[config.mk]
export PLATFORM = sky130hd
export DESIGN_NAME = wb_manager_rr_arbiter
export DESIGN_NICKNAME = d
export VERILOG_FILES = /design/src/rtl/wb_manager_rr_arbiter.sv
export SDC_FILE = /design/constraint.sdc
export NUM_CORES = 1
export LEC_CHECK = 0
export CAP_MARGIN = 20
export CORE_AREA = 10 10 113 115
export DETAILED_ROUTE_END_ITERATION = 10
export DIE_AREA = 0 0 123 125
export DONT_BUFFER_PORTS = 1
export HOLD_SLACK_MARGIN = 0.02
export PLACE_DENSITY_LB_ADDON = 0.2
export SLEW_MARGIN = 20
export SYNTH_ARGS = -nofsm -noshare
export SYNTH_HDL_FRONTEND = slang
export SYNTH_SLANG_ARGS = --single-unit
export TNS_END_PERCENT = 30
[constraint.sdc]
create_clock -name wb_clk_i -period 1.45 [get_ports wb_clk_i]
set_input_delay 0.29 -clock wb_clk_i [delete_from_list [all_inputs] [get_ports wb_clk_i]]
set_output_delay 0.29 -clock wb_clk_i [all_outputs]
set_load 0.005 [all_outputs]
[src/rtl/wb_manager_rr_arbiter.sv]
// Round-robin Wishbone manager arbiter: one grant per bus cycle, held for the whole CYC.
// Optional watchdog enabled by WB_ARB_TIMEOUT_EN terminates cycles the slave never acknowledges.
module wb_manager_rr_arbiter #(
    parameter int unsigned NUM_MANAGERS   = 2,
    parameter int unsigned TIMEOUT_CYCLES = 255
) (
    input  logic                       wb_clk_i,
    input  logic                       wb_rst_i,
    input  logic [32*NUM_MANAGERS-1:0] A_ADR_I,
    input  logic [32*NUM_MANAGERS-1:0] A_DAT_I,
    input  logic [4*NUM_MANAGERS-1:0]  A_SEL_I,
    input  logic [NUM_MANAGERS-1:0]    A_WE_I,
    input  logic [NUM_MANAGERS-1:0]    A_STB_I,
    input  logic [NUM_MANAGERS-1:0]    A_CYC_I,
    output logic [32*NUM_MANAGERS-1:0] A_DAT_O,
    output logic [NUM_MANAGERS-1:0]    A_ACK_O,
    output logic [31:0]                ADR_O,
    output logic [31:0]                DAT_O,
    output logic [3:0]                 SEL_O,
    output logic                       WE_O,
    output logic                       STB_O,
    output logic                       CYC_O,
    input  logic [31:0]                DAT_I,
    input  logic                       ACK_I,
    output logic [NUM_MANAGERS-1:0]    grant_o,
    output logic                       timeout_o
);

    localparam int unsigned IdxW = (NUM_MANAGERS > 1) ? $clog2(NUM_MANAGERS) : 1;

    if (TIMEOUT_CYCLES < 2) begin : g_bad_timeout
        $error("TIMEOUT_CYCLES must be at least 2");
    end

    typedef enum logic [1:0] {StIdle, StBusy, StTmo} state_e;

    state_e          state_q, state_d;
    logic [IdxW-1:0] gidx_q, gidx_d;
    logic [IdxW-1:0] last_q, last_d;
    logic            req_any;
    logic [IdxW-1:0] req_idx;

`ifdef WB_ARB_TIMEOUT_EN
    localparam int unsigned CntW = $clog2(TIMEOUT_CYCLES + 1);
    logic [CntW-1:0] cnt_q, cnt_d;
`endif

    // Rotating search: lowest requester above last wins, otherwise lowest requester overall.
    always_comb begin
        req_any = |A_CYC_I;
        req_idx = '0;
        for (int i = int'(NUM_MANAGERS) - 1; i >= 0; i--) begin
            if (A_CYC_I[i]) req_idx = IdxW'(i);
        end
        for (int i = int'(NUM_MANAGERS) - 1; i >= 0; i--) begin
            if (A_CYC_I[i] && (i > int'(last_q))) req_idx = IdxW'(i);
        end
    end

    always_comb begin
        state_d   = state_q;
        gidx_d    = gidx_q;
        last_d    = last_q;
        grant_o   = '0;
        ADR_O     = '0;
        DAT_O     = '0;
        SEL_O     = '0;
        WE_O      = 1'b0;
        STB_O     = 1'b0;
        CYC_O     = 1'b0;
        A_ACK_O   = '0;
        A_DAT_O   = '0;
        timeout_o = 1'b0;
`ifdef WB_ARB_TIMEOUT_EN
        cnt_d     = '0;
`endif
        case (state_q)
            StIdle: begin
                if (req_any) begin
                    gidx_d  = req_idx;
                    state_d = StBusy;
                end
            end
            StBusy: begin
                grant_o[gidx_q] = 1'b1;
                ADR_O = A_ADR_I[32*gidx_q +: 32];
                DAT_O = A_DAT_I[32*gidx_q +: 32];
                SEL_O = A_SEL_I[4*gidx_q +: 4];
                WE_O  = A_WE_I[gidx_q];
                STB_O = A_STB_I[gidx_q];
                CYC_O = A_CYC_I[gidx_q];
                // An ACK landing as the grantee drops CYC belongs to nobody.
                A_ACK_O[gidx_q]           = ACK_I & A_CYC_I[gidx_q];
                A_DAT_O[32*gidx_q +: 32] = DAT_I;
                if (!A_CYC_I[gidx_q]) begin
                    last_d  = gidx_q;
                    state_d = StIdle;
                end
`ifdef WB_ARB_TIMEOUT_EN
                else if (ACK_I) begin
                    cnt_d = '0;
                end else if (A_STB_I[gidx_q]) begin
                    if (cnt_q == CntW'(TIMEOUT_CYCLES - 1)) state_d = StTmo;
                    else cnt_d = cnt_q + CntW'(1);
                end else begin
                    cnt_d = cnt_q;
                end
`endif
            end
`ifdef WB_ARB_TIMEOUT_EN
            StTmo: begin
                grant_o[gidx_q]           = 1'b1;
                A_ACK_O[gidx_q]           = 1'b1;
                A_DAT_O[32*gidx_q +: 32] = 32'hDEAD_BEEF;
                timeout_o                 = 1'b1;
                if (A_CYC_I[gidx_q]) begin
                    state_d = StBusy;
                end else begin
                    last_d  = gidx_q;
                    state_d = StIdle;
                end
            end
`endif
            default: state_d = StIdle;
        endcase
    end

    always_ff @(posedge wb_clk_i or posedge wb_rst_i) begin
        if (wb_rst_i) begin
            state_q <= StIdle;
            gidx_q  <= '0;
            last_q  <= IdxW'(NUM_MANAGERS - 1);
        end else begin
            state_q <= state_d;
            gidx_q  <= gidx_d;
            last_q  <= last_d;
        end
    end

`ifdef WB_ARB_TIMEOUT_EN
    always_ff @(posedge wb_clk_i or posedge wb_rst_i) begin
        if (wb_rst_i) cnt_q <= '0;
        else          cnt_q <= cnt_d;
    end
`endif

endmodule

==> impl_metrics.yaml <==
floorplanning:
  chipHeight_um: 125
  ios: 317
  coreArea_um2: 10600
  dieArea_um2: 15400
  start_util_pct: 16.3
  die_x_um: 123
  rows: 38
final_layout:
  diodes: 0
  nNetsFinal: 440
  instances_no_fill: 402
  post_route_cells_drive_above_1_share_pct: 22.1
  area_delta_synth_final_pct: 28.4
  final_util_pct: 21.0
sta:
  fmax_mhz: 596
  post-route-period-util_pct: 116
  final-max-slew-violation-count: 0
  final-hold-violation-count: 0
  rsz0062_at_grt: "true"
  finClkSkew_ns: 0.00142
  min_period_ns: 1.68
  final-setup-viol-count: 138
  worst_slack_ns: -0.228
  setup-tns-final_ns: -20.50
synthesis:
  syn_nets: 432
  syn_avg_cell_area_um2: 6.80
  synth_cell_types: 20
  yosys_warnings: 0
  synth_top_area_cell: "mux2i_1"
  yosysSeqAreaShare_pct: 4.40
  synthCells: 255
  synth_top_cells_by_area: "mux2i_1, nor2_1, and2_1, and3_1, buf_6"
  synth_area_um2: 1730
  ys_ff_latch: 3
  synth_top_area_share_pct: 40.4
global_route:
  antenna_found_initial: 0
  grt_overflow: 0
  grt_pass1_vias: 2102
  track_usage_pct: 10.1
  grt_max_degree: 47
  grt_pass1_wl_mm: 12.6
run_status:
  status: "complete, but fails checks"
  failed_checks: "negative setup slack"
routing:
  num_vias: 1866
  drtIter0Drc: 75
  first_pass_iters: 4
  wl_per_cell_um: 23.3
  drcViolationCount: 0
  ant_nets: 0
  avgViaCountPerCell: 4.64
  wl_mm: 9.37
cts:
  clk_latency_ns: 0.21
  clk_path_buf_depth: 2
  cts_tree: "done"
  cts.sinks: 3
  cts_root_buf: "clkbuf_8"
  cts_made_buffers: 3
  htreeDepth: 1
  clk_transition_reported_paths_ns: 0.03
setup_path:
  required_ns: 1.16
  r2r-start: "gidx_q$_DFFE_PP0P_"
  reg2reg_slack_ns: -0.01
  endpoint_kind: "primary output"
  timing.rr.end: "state_q[0]$_DFFE_PP0P_"
  critPathKind: "reg2out"
  cp-start-kind: "register"
  critPathArrivalTime_ns: 1.39
  r2r_cells: 7
  cp_max_fo: 23
place:
  hpwl_mm: 7.87
  gp_congestion: 0.713
  dp_cells: 386
  port_buffers: 0
worst_hold_path:
  holdCritStartpoint: "A_CYC_I[0]"
  min_path_type: "in2reg"
  hold-path-cell-count: 2
  holdPathEnd: "last_q$_DFFE_PP1P_"
power:
  ir_drop_uv: 612
  p_per_area_nw_per_um2: 1920
  pwr-share-seq_pct: 5.0
  combPwrFrac_pct: 89.5
  internal_power_mw: 2.22
  clock_power_share_pct: 5.6
  p_leak_nw: 1.12
  power.switching_mw: 2.05
  switching_share_pct: 48.1
flow_run:
  maxCapViolCount: 0
==> cell usage in the layout (no fill, tap or decap) <==
master | netlist | final
buf_12 | 0 | 5
nor2_2 | 0 | 1
mux2i_1 | 70 | 70
dfrtp_2 | 0 | 1
dlygate4sd3_1 | 0 | 1
and2_4 | 0 | 9
dfrtp_4 | 0 | 1
clkbuf_8 | 0 | 3
buf_6 | 5 | 3
bufbuf_16 | 0 | 1
nor2_1 | 74 | 73
and3_4 | 0 | 9
inv_2 | 2 | 2
a32o_1 | 1 | 1
and2_1 | 32 | 23
clkbuf_16 | 0 | 2
buf_4 | 7 | 17
clkbuf_1 | 5 | 1
inv_1 | 2 | 2
dfstp_2 | 1 | 1
nand2_1 | 5 | 5
a21oi_1 | 2 | 1
a2bb2oi_1 | 1 | 1
and3_1 | 32 | 23
buf_16 | 0 | 1
o21ai_1 | 2 | 2
a21oi_2 | 0 | 1
nor2b_4 | 1 | 1
conb_1 | 1 | 1
==> registers in the layout, indices dropped and copies added, names as in the netlist <==
name and count:
last_q 1, state_q 1, gidx_q 1
==> cell families after synthesis <==
family	after synthesis	share of synthesized area (%)
compound gates	6	2.24
buf+inv	31	11.7
flops	3	4.40
mux	70	40.4
other cells	1	0.216
simple gates	144	41.0
==> routing by layer <==
metal / share of wire (%) / wire length (um) / vias to the layer above / GRT usage (%)
li1: - / - / 865 / -
met1: 30 / 2800 / 835 / 9.11
met2: 55 / 5150 / 160 / 20.2
met3: 15 / 1370 / 6 / 4.41
met4: 0.52 / 49 / 0 / 1.58
met5: 0 / 0 / - / 0
==> worst max-delay path, stage by stage, from the launching register on <==
cell,delay [ns]
dfrtp_4,0.51
buf_4,0.16
clkbuf_16,0.20
mux2i_1,0.14
nor2_1,0.15
==> per-stage QoR <==
| stage | area (um^2) | total power [mW] | setup WS [ns] | hold slack [ns] |
|---|---|---|---|---|
| after detailed placement | 1920 | 3.43 | -0.0566 | 0.0681 |
| after global routing | 2230 | 4.66 | -0.295 | 0.251 |
| after global placement | 1920 | 3.39 | -0.0202 | 0.0652 |
| after CTS | 2050 | 3.93 | -0.246 | 0.245 |
| final | 2230 | 4.27 | -0.228 | 0.241 |
| after floorplan | 1730 | 2.77 | 0.171 | 0.0429 |
==> cells in the mapped netlist <==
library cell / n
nor2_1: 74
mux2i_1: 70
and2_1: 32
and3_1: 32
buf_2: 9
buf_4: 7
buf_6: 5
clkbuf_1: 5
nand2_1: 5
a21oi_1: 2
dfrtp_1: 2
inv_1: 2
inv_2: 2
o21ai_1: 2
a2bb2oi_1: 1
a32o_1: 1
buf_8: 1
conb_1: 1
dfstp_2: 1
nor2b_4: 1
==> what timing repair did <==
item | 4_1_cts | 5_1_grt
hold endpoints to repair | 2 | 0
pin swaps | 0 | 7
gates cloned | 1 | 3
setup endpoints to repair | 132 | 136
buffers inserted | 2 | 5
hold buffers | 1 | 0
gates resized for setup | 7 | 22
==> power groups by stage <==
stage / clock (mW) / combinational [mW] / sequential (mW)
floorplan: 0 / 2.62 / 0.154
detailed placement: 0 / 3.24 / 0.196
global route: 0.257 / 4.18 / 0.219
global placement: 0 / 3.19 / 0.195
finish: 0.237 / 3.82 / 0.213
CTS: 0.246 / 3.48 / 0.199
==> how the worst max path moves through the flow <==
| stage | startpoint | end | cells past startpoint |
|---|---|---|---|
| 2_1_floorplan | gidx_q$_DFFE_PP0P_ | ADR_O[15] | 5 |
| 3_3_place_gp | gidx_q$_DFFE_PP0P_ | A_DAT_O[30] | 4 |
| 3_5_place_dp | gidx_q$_DFFE_PP0P_ | A_DAT_O[28] | 4 |
| 4_1_cts | gidx_q$_DFFE_PP0P_ | A_DAT_O[9] | 4 |
| 5_1_grt | gidx_q$_DFFE_PP0P_ | A_DAT_O[15] | 4 |
| 6_report | gidx_q$_DFFE_PP0P_ | STB_O | 4 |
==> final cells by class <==
class	count	area, um^2
Timing Repair Buffer	30	382
Inverter	4	15.0
Clock buffer	4	45.0
Tap cell	140	175
Fill cell	1172	8380
Multi-Input combinational cell	221	1530
Sequential cell	3	81.3
No activity file was read; power rests on OpenSTA's default activity.
